==> src/rtl/tt_sweep_ctrl.sv <==
// Truth-table sweep sequencer: walks all 2^N_IN vectors of a one-output cone and
// records each response plus an on-set count. Optional compare-against-expected via TT_SWEEP_CHECK_EN.
module tt_sweep_ctrl #(
    parameter int N_IN   = 6,
    parameter int SETTLE = 1
) (
    input  logic                 clk,
    input  logic                 rst,
    input  logic                 start,
    input  logic                 abort,
    output logic [N_IN-1:0]      vec_out,
    input  logic                 y_in,
    output logic                 busy,
    output logic                 done,
    output logic                 aborted,
    output logic [2**N_IN-1:0]   tt_out,
`ifdef TT_SWEEP_CHECK_EN
    input  logic [2**N_IN-1:0]   exp_tt,
    output logic                 mismatch,
    output logic [N_IN-1:0]      first_bad,
`endif
    output logic [N_IN:0]        ones_cnt
);

    localparam int NV     = 2**N_IN;
    localparam int WCNT_W = (SETTLE > 0) ? $clog2(SETTLE + 1) : 1;
    localparam logic [WCNT_W-1:0] SETTLE_C = WCNT_W'(SETTLE);
    localparam logic [N_IN-1:0]   LAST_VEC = '1;

    typedef enum logic [1:0] {IDLE, RUN, DONE} state_t;

    state_t              state_q, state_d;
    logic [N_IN-1:0]     vec_q, vec_d;
    logic [WCNT_W-1:0]   wcnt_q, wcnt_d;
    logic                busy_q, busy_d;
    logic                done_q, done_d;
    logic                aborted_q, aborted_d;
    logic [NV-1:0]       tt_q, tt_d;
    logic [N_IN:0]       ones_q, ones_d;
`ifdef TT_SWEEP_CHECK_EN
    logic                mismatch_q, mismatch_d;
    logic [N_IN-1:0]     first_bad_q, first_bad_d;
`endif

    always_comb begin
        // NOTE: every _d starts as a copy of its flop (pulses start at 0) so no path leaves one unassigned and infers a latch.
        state_d   = state_q;
        vec_d     = vec_q;
        wcnt_d    = wcnt_q;
        busy_d    = busy_q;
        done_d    = 1'b0;
        aborted_d = 1'b0;
        tt_d      = tt_q;
        ones_d    = ones_q;
`ifdef TT_SWEEP_CHECK_EN
        mismatch_d  = mismatch_q;
        first_bad_d = first_bad_q;
`endif
        unique case (state_q)
            IDLE: begin
                if (start) begin
                    tt_d    = '0;
                    ones_d  = '0;
                    vec_d   = '0;
                    wcnt_d  = '0;
                    busy_d  = 1'b1;
                    state_d = RUN;
`ifdef TT_SWEEP_CHECK_EN
                    mismatch_d  = 1'b0;
                    first_bad_d = '0;
`endif
                end
            end
            RUN: begin
                if (abort) begin
                    busy_d    = 1'b0;
                    aborted_d = 1'b1;
                    state_d   = IDLE;
                end else if (wcnt_q != SETTLE_C) begin
                    // wcnt never exceeds SETTLE, so != is the same test as <
                    wcnt_d = wcnt_q + WCNT_W'(1);
                end else begin
                    tt_d[vec_q] = y_in;
                    ones_d      = ones_q + (N_IN+1)'(y_in);
`ifdef TT_SWEEP_CHECK_EN
                    if (y_in != exp_tt[vec_q] && !mismatch_q) begin
                        mismatch_d  = 1'b1;
                        first_bad_d = vec_q;
                    end
`endif
                    if (vec_q == LAST_VEC) begin
                        busy_d  = 1'b0;
                        done_d  = 1'b1;
                        state_d = DONE;
                    end else begin
                        vec_d  = vec_q + N_IN'(1);
                        wcnt_d = '0;
                    end
                end
            end
            DONE: begin
                state_d = IDLE;
            end
            default: state_d = IDLE;
        endcase
    end

    // NOTE: state updates use <= so every flop samples the pre-edge values computed above.
    always_ff @(posedge clk or posedge rst) begin
        if (rst) begin
            state_q   <= IDLE;
            vec_q     <= '0;
            wcnt_q    <= '0;
            busy_q    <= 1'b0;
            done_q    <= 1'b0;
            aborted_q <= 1'b0;
            tt_q      <= '0;
            ones_q    <= '0;
`ifdef TT_SWEEP_CHECK_EN
            mismatch_q  <= 1'b0;
            first_bad_q <= '0;
`endif
        end else begin
            state_q   <= state_d;
            vec_q     <= vec_d;
            wcnt_q    <= wcnt_d;
            busy_q    <= busy_d;
            done_q    <= done_d;
            aborted_q <= aborted_d;
            tt_q      <= tt_d;
            ones_q    <= ones_d;
`ifdef TT_SWEEP_CHECK_EN
            mismatch_q  <= mismatch_d;
            first_bad_q <= first_bad_d;
`endif
        end
    end

    assign vec_out  = vec_q;
    assign busy     = busy_q;
    assign done     = done_q;
    assign aborted  = aborted_q;
    assign tt_out   = tt_q;
    assign ones_cnt = ones_q;
`ifdef TT_SWEEP_CHECK_EN
    assign mismatch  = mismatch_q;
    assign first_bad = first_bad_q;
`endif

endmodule
==> config.mk <==
export PLATFORM = sky130hd
export DESIGN_NAME = tt_sweep_ctrl
export DESIGN_NICKNAME = d
export VERILOG_FILES = /design/src/rtl/tt_sweep_ctrl.sv
export SDC_FILE = /design/constraint.sdc
export NUM_CORES = 1
export LEC_CHECK = 0
export CAP_MARGIN = 15
export CORE_ASPECT_RATIO = 0.5
export CORE_UTILIZATION = 46
export CTS_BUF_LIST = sky130_fd_sc_hd__clkbuf_16
export CTS_CLUSTER_DIAMETER = 60
export DETAILED_ROUTE_END_ITERATION = 10
export GPL_ROUTABILITY_DRIVEN = 0
export PLACE_DENSITY_LB_ADDON = 0.15
export SETUP_SLACK_MARGIN = 0.4
export SYNTH_ARGS = -nofsm -noshare
export SYNTH_HDL_FRONTEND = slang
export SYNTH_SLANG_ARGS = --single-unit
==> constraint.sdc <==
create_clock -name clk -period 2.8 [get_ports clk]
set_input_delay 0.84 -clock clk [delete_from_list [all_inputs] [get_ports clk]]
set_output_delay 0.84 -clock clk [all_outputs]
set_load 0.05 [all_outputs]
==> results.json <==
{
  "path_max_fanout": 16,
  "grt_pass1_vias": 3530,
  "r2r-start": "vec_out[5]",
  "worstPathRequired_ns": 3.01,
  "cp-start-kind": "input pin",
  "synth_cells": 401,
  "peakVddDrop_mv": 0.334,
  "hold_path_class": "reg -> reg",
  "via_per_inst": 6.35,
  "synth_seq_cells": 83,
  "drc": 0,
  "reg2regPathDepth": 4,
  "num_vias": 3781,
  "antenna_found_initial": 0,
  "cts.sinks": 83,
  "avgSynthCellArea_sq_um": 9.99,
  "yosysSeqAreaShare_pct": 51.8,
  "firstDrtPassIters": 5,
  "setup_viol": 0,
  "synthArstFlopShare_pct": 100,
  "critPathCapture": "tt_out[45]",
  "hpwl_mm": 7.67,
  "core_region_area_sq_um": 8230,
  "wl_per_cell_microns": 20.4,
  "grt_pass1_wl_mm": 18.6,
  "fin_crit_sh_pct": 85.1,
  "leakagePower_uw": 0.00240,
  "seq_area_sq_um": 2080,
  "clock_path_buffers": 2,
  "mappedNetlistArea_sq_um": 4010,
  "syn_nets": 409,
  "cts_buffers": 9,
  "die-area_sq_um": 9110,
  "port_buffers": 84,
  "clock_latency_ns": 0.35,
  "syn2layout_area_growth_pct": 33.3,
  "hold_viol": 0,
  "io_pins": 85,
  "initial_core_util_pct": 48.7,
  "holdBufCountCts": 0,
  "grt_use_total_pct": 27.5,
  "finalClockSkew_ns": 0.00877,
  "rsz0062_at_grt": "true",
  "synth_top_area_share_pct": 51.8,
  "fmax_ghz": 0.419,
  "ctsHtreeMaxLevel": 3,
  "tightest_slew_ns": 0.836,
  "maxCapViolCount": 0,
  "r2r_end": "tt_out[32]",
  "drive_gt1_share_pct": 10.4,
  "cts_root_buffer": "clkbuf_16",
  "totalWireLength_mm": 12.1,
  "dieWidth_microns": 134,
  "grt_remaining_overflow": 0,
  "critPathLaunch": "abort",
  "fillerInstances": 660,
  "crit_path_end_kind": "flop",
  "die_h_microns": 68.0,
  "status": "finished clean",
  "ys.flop_type": "dfrtp_1",
  "synth_cell_types": 47,
  "slew_headroom_pct": 44.1,
  "arrival_ns": 2.59,
  "synthTopCellsByArea": "dfrtp_1 52%, o21ai_0 10%, a21oi_1 5.1%, o211ai_1 4.7%, o31ai_1 4.3%",
  "nets": 488,
  "synth.largest_area_cell": "dfrtp_1",
  "yosysWarningCount": 0,
  "period_needed_ns": 2.38,
  "synth_edf_count": 0,
  "multi_input_area_sq_um": 1780,
  "postRouteAntennaNets": 0,
  "cts_tree": "done",
  "final_util_pct": 64.9,
  "clkTransAtPathRegs_ns": 0.06,
  "ff2ff_setup_slack_ns": 0.79,
  "holdWs_ns": 0.508,
  "drv_slew": 0,
  "grt_max_degree": 84,
  "p_per_area_nw_per_um2": 623,
  "num_rows": 23,
  "drtIter0Drc": 461,
  "n_antenna_cell": 0,
  "critPathKind": "in -> reg"
}
flip-flops by register name (all words and copies together), names as in the netlist:
| name | count |
|---|---|
| aborted | 1 |
| busy | 1 |
| done | 1 |
| ones_cnt | 7 |
| state_q | 2 |
| tt_out | 64 |
| vec_out | 6 |
| wcnt_q | 1 |
area by class of cell:
type                    instances  share of cell area (%)
repair buffers                104                    19.3
multi-input cells             279                    33.4
clock buffers                   9                    4.22
flip-flops and latches         83                    38.9
well taps                     112                    2.62
clock inverters                 5                    1.34
inverters                       3                   0.281
timing repair:
action	4_1_cts	5_1_grt
buffers inserted	0	1
setup endpoints to repair	28	46
pin swaps	0	5
gates cloned	1	1
gates resized for setup	6	16
synth_stat cells (all sizes together), types with 4 or more instances:
cell	n
a21oi	41
and3b	4
buf	17
clkbuf	21
dfrtp	83
nand2	12
nand3	10
nand3b	4
nor2	10
nor3	8
nor3b	7
o211ai	25
o21ai	86
o31ai	23
or3b	4
xor2	4
power by group:
group | switching, uW | internal, uW | leakage (uW)
Sequential | 35.6 | 1240 | 0.00115
Clock | 463 | 761 | 0.000148
Combinational | 601 | 222 | 0.00110
Total | 1100 | 2220 | 0.00240
worst min-delay path by stage:
stage,endpoint,slack (ns),start,cells past startpoint
global route,tt_out[17],0.53,tt_out[17],2
finish,ones_cnt[0],0.51,ones_cnt[0],2
CTS,tt_out[27],0.51,tt_out[27],2
floorplan,done,0.57,wcnt_q,2
detailed placement,tt_out[27],0.50,tt_out[27],2
global placement,ones_cnt[0],0.49,ones_cnt[0],2
per-layer routing:
metal	track usage (%)	part of all wire, %	up-vias
met2	43.9	45	180
li1	-	-	1670
met5	2.78	0	-
met3	8.00	8.5	13
met4	9.23	0.91	0
met1	36.1	45	1918
cell usage in the layout, fill, tap and decap left out, drive strengths merged, types with 8 or more instances in the layout:
master	instances
dlymetal6s2s	12
clkbuf	9
nor3	8
clkdlybuf4s50	66
a21oi	41
o21ai	86
o31ai	23
nor2	11
dfrtp	83
nand3	10
o211ai	25
buf	21
nand2	12
through the flow:
stage | setup TNS, ns | std cells | power, uW | worst slack [ns] | area, sq um
6_report | 0 | 595 | 3320 | 0.416 | 5340
5_1_grt | 0 | 595 | 3440 | 0.324 | 5340
3_5_place_dp | -0.553 | 578 | 2090 | -0.0663 | 4970
3_3_place_gp | -0.00408 | 578 | 2080 | -0.00408 | 4970
2_1_floorplan | 0 | 401 | 1830 | 0.802 | 4010
4_1_cts | 0 | 593 | 3310 | 0.370 | 5270
worst max-delay path: stages:
cell             delay (ns)
clkdlybuf4s50_1        0.43
and4bb_4               0.42
buf_4                  0.21
o2111ai_4              0.29
o211ai_1               0.30
o31ai_1                0.10
logic make-up (layout without fill, tap and decap cells):
kind of cell / after synthesis / after routing / synth area share (%)
xor+xnor: 4 / 4 / 0.874
flops: 83 / 83 / 51.8
compound gates: 192 / 193 / 29.5
fa+ha+maj: 3 / 3 / 0.937
buf+inv: 41 / 121 / 4.53
mux: 2 / 2 / 0.562
simple gates: 76 / 77 / 11.8
Note: power is estimated with default switching activity, not from simulation.
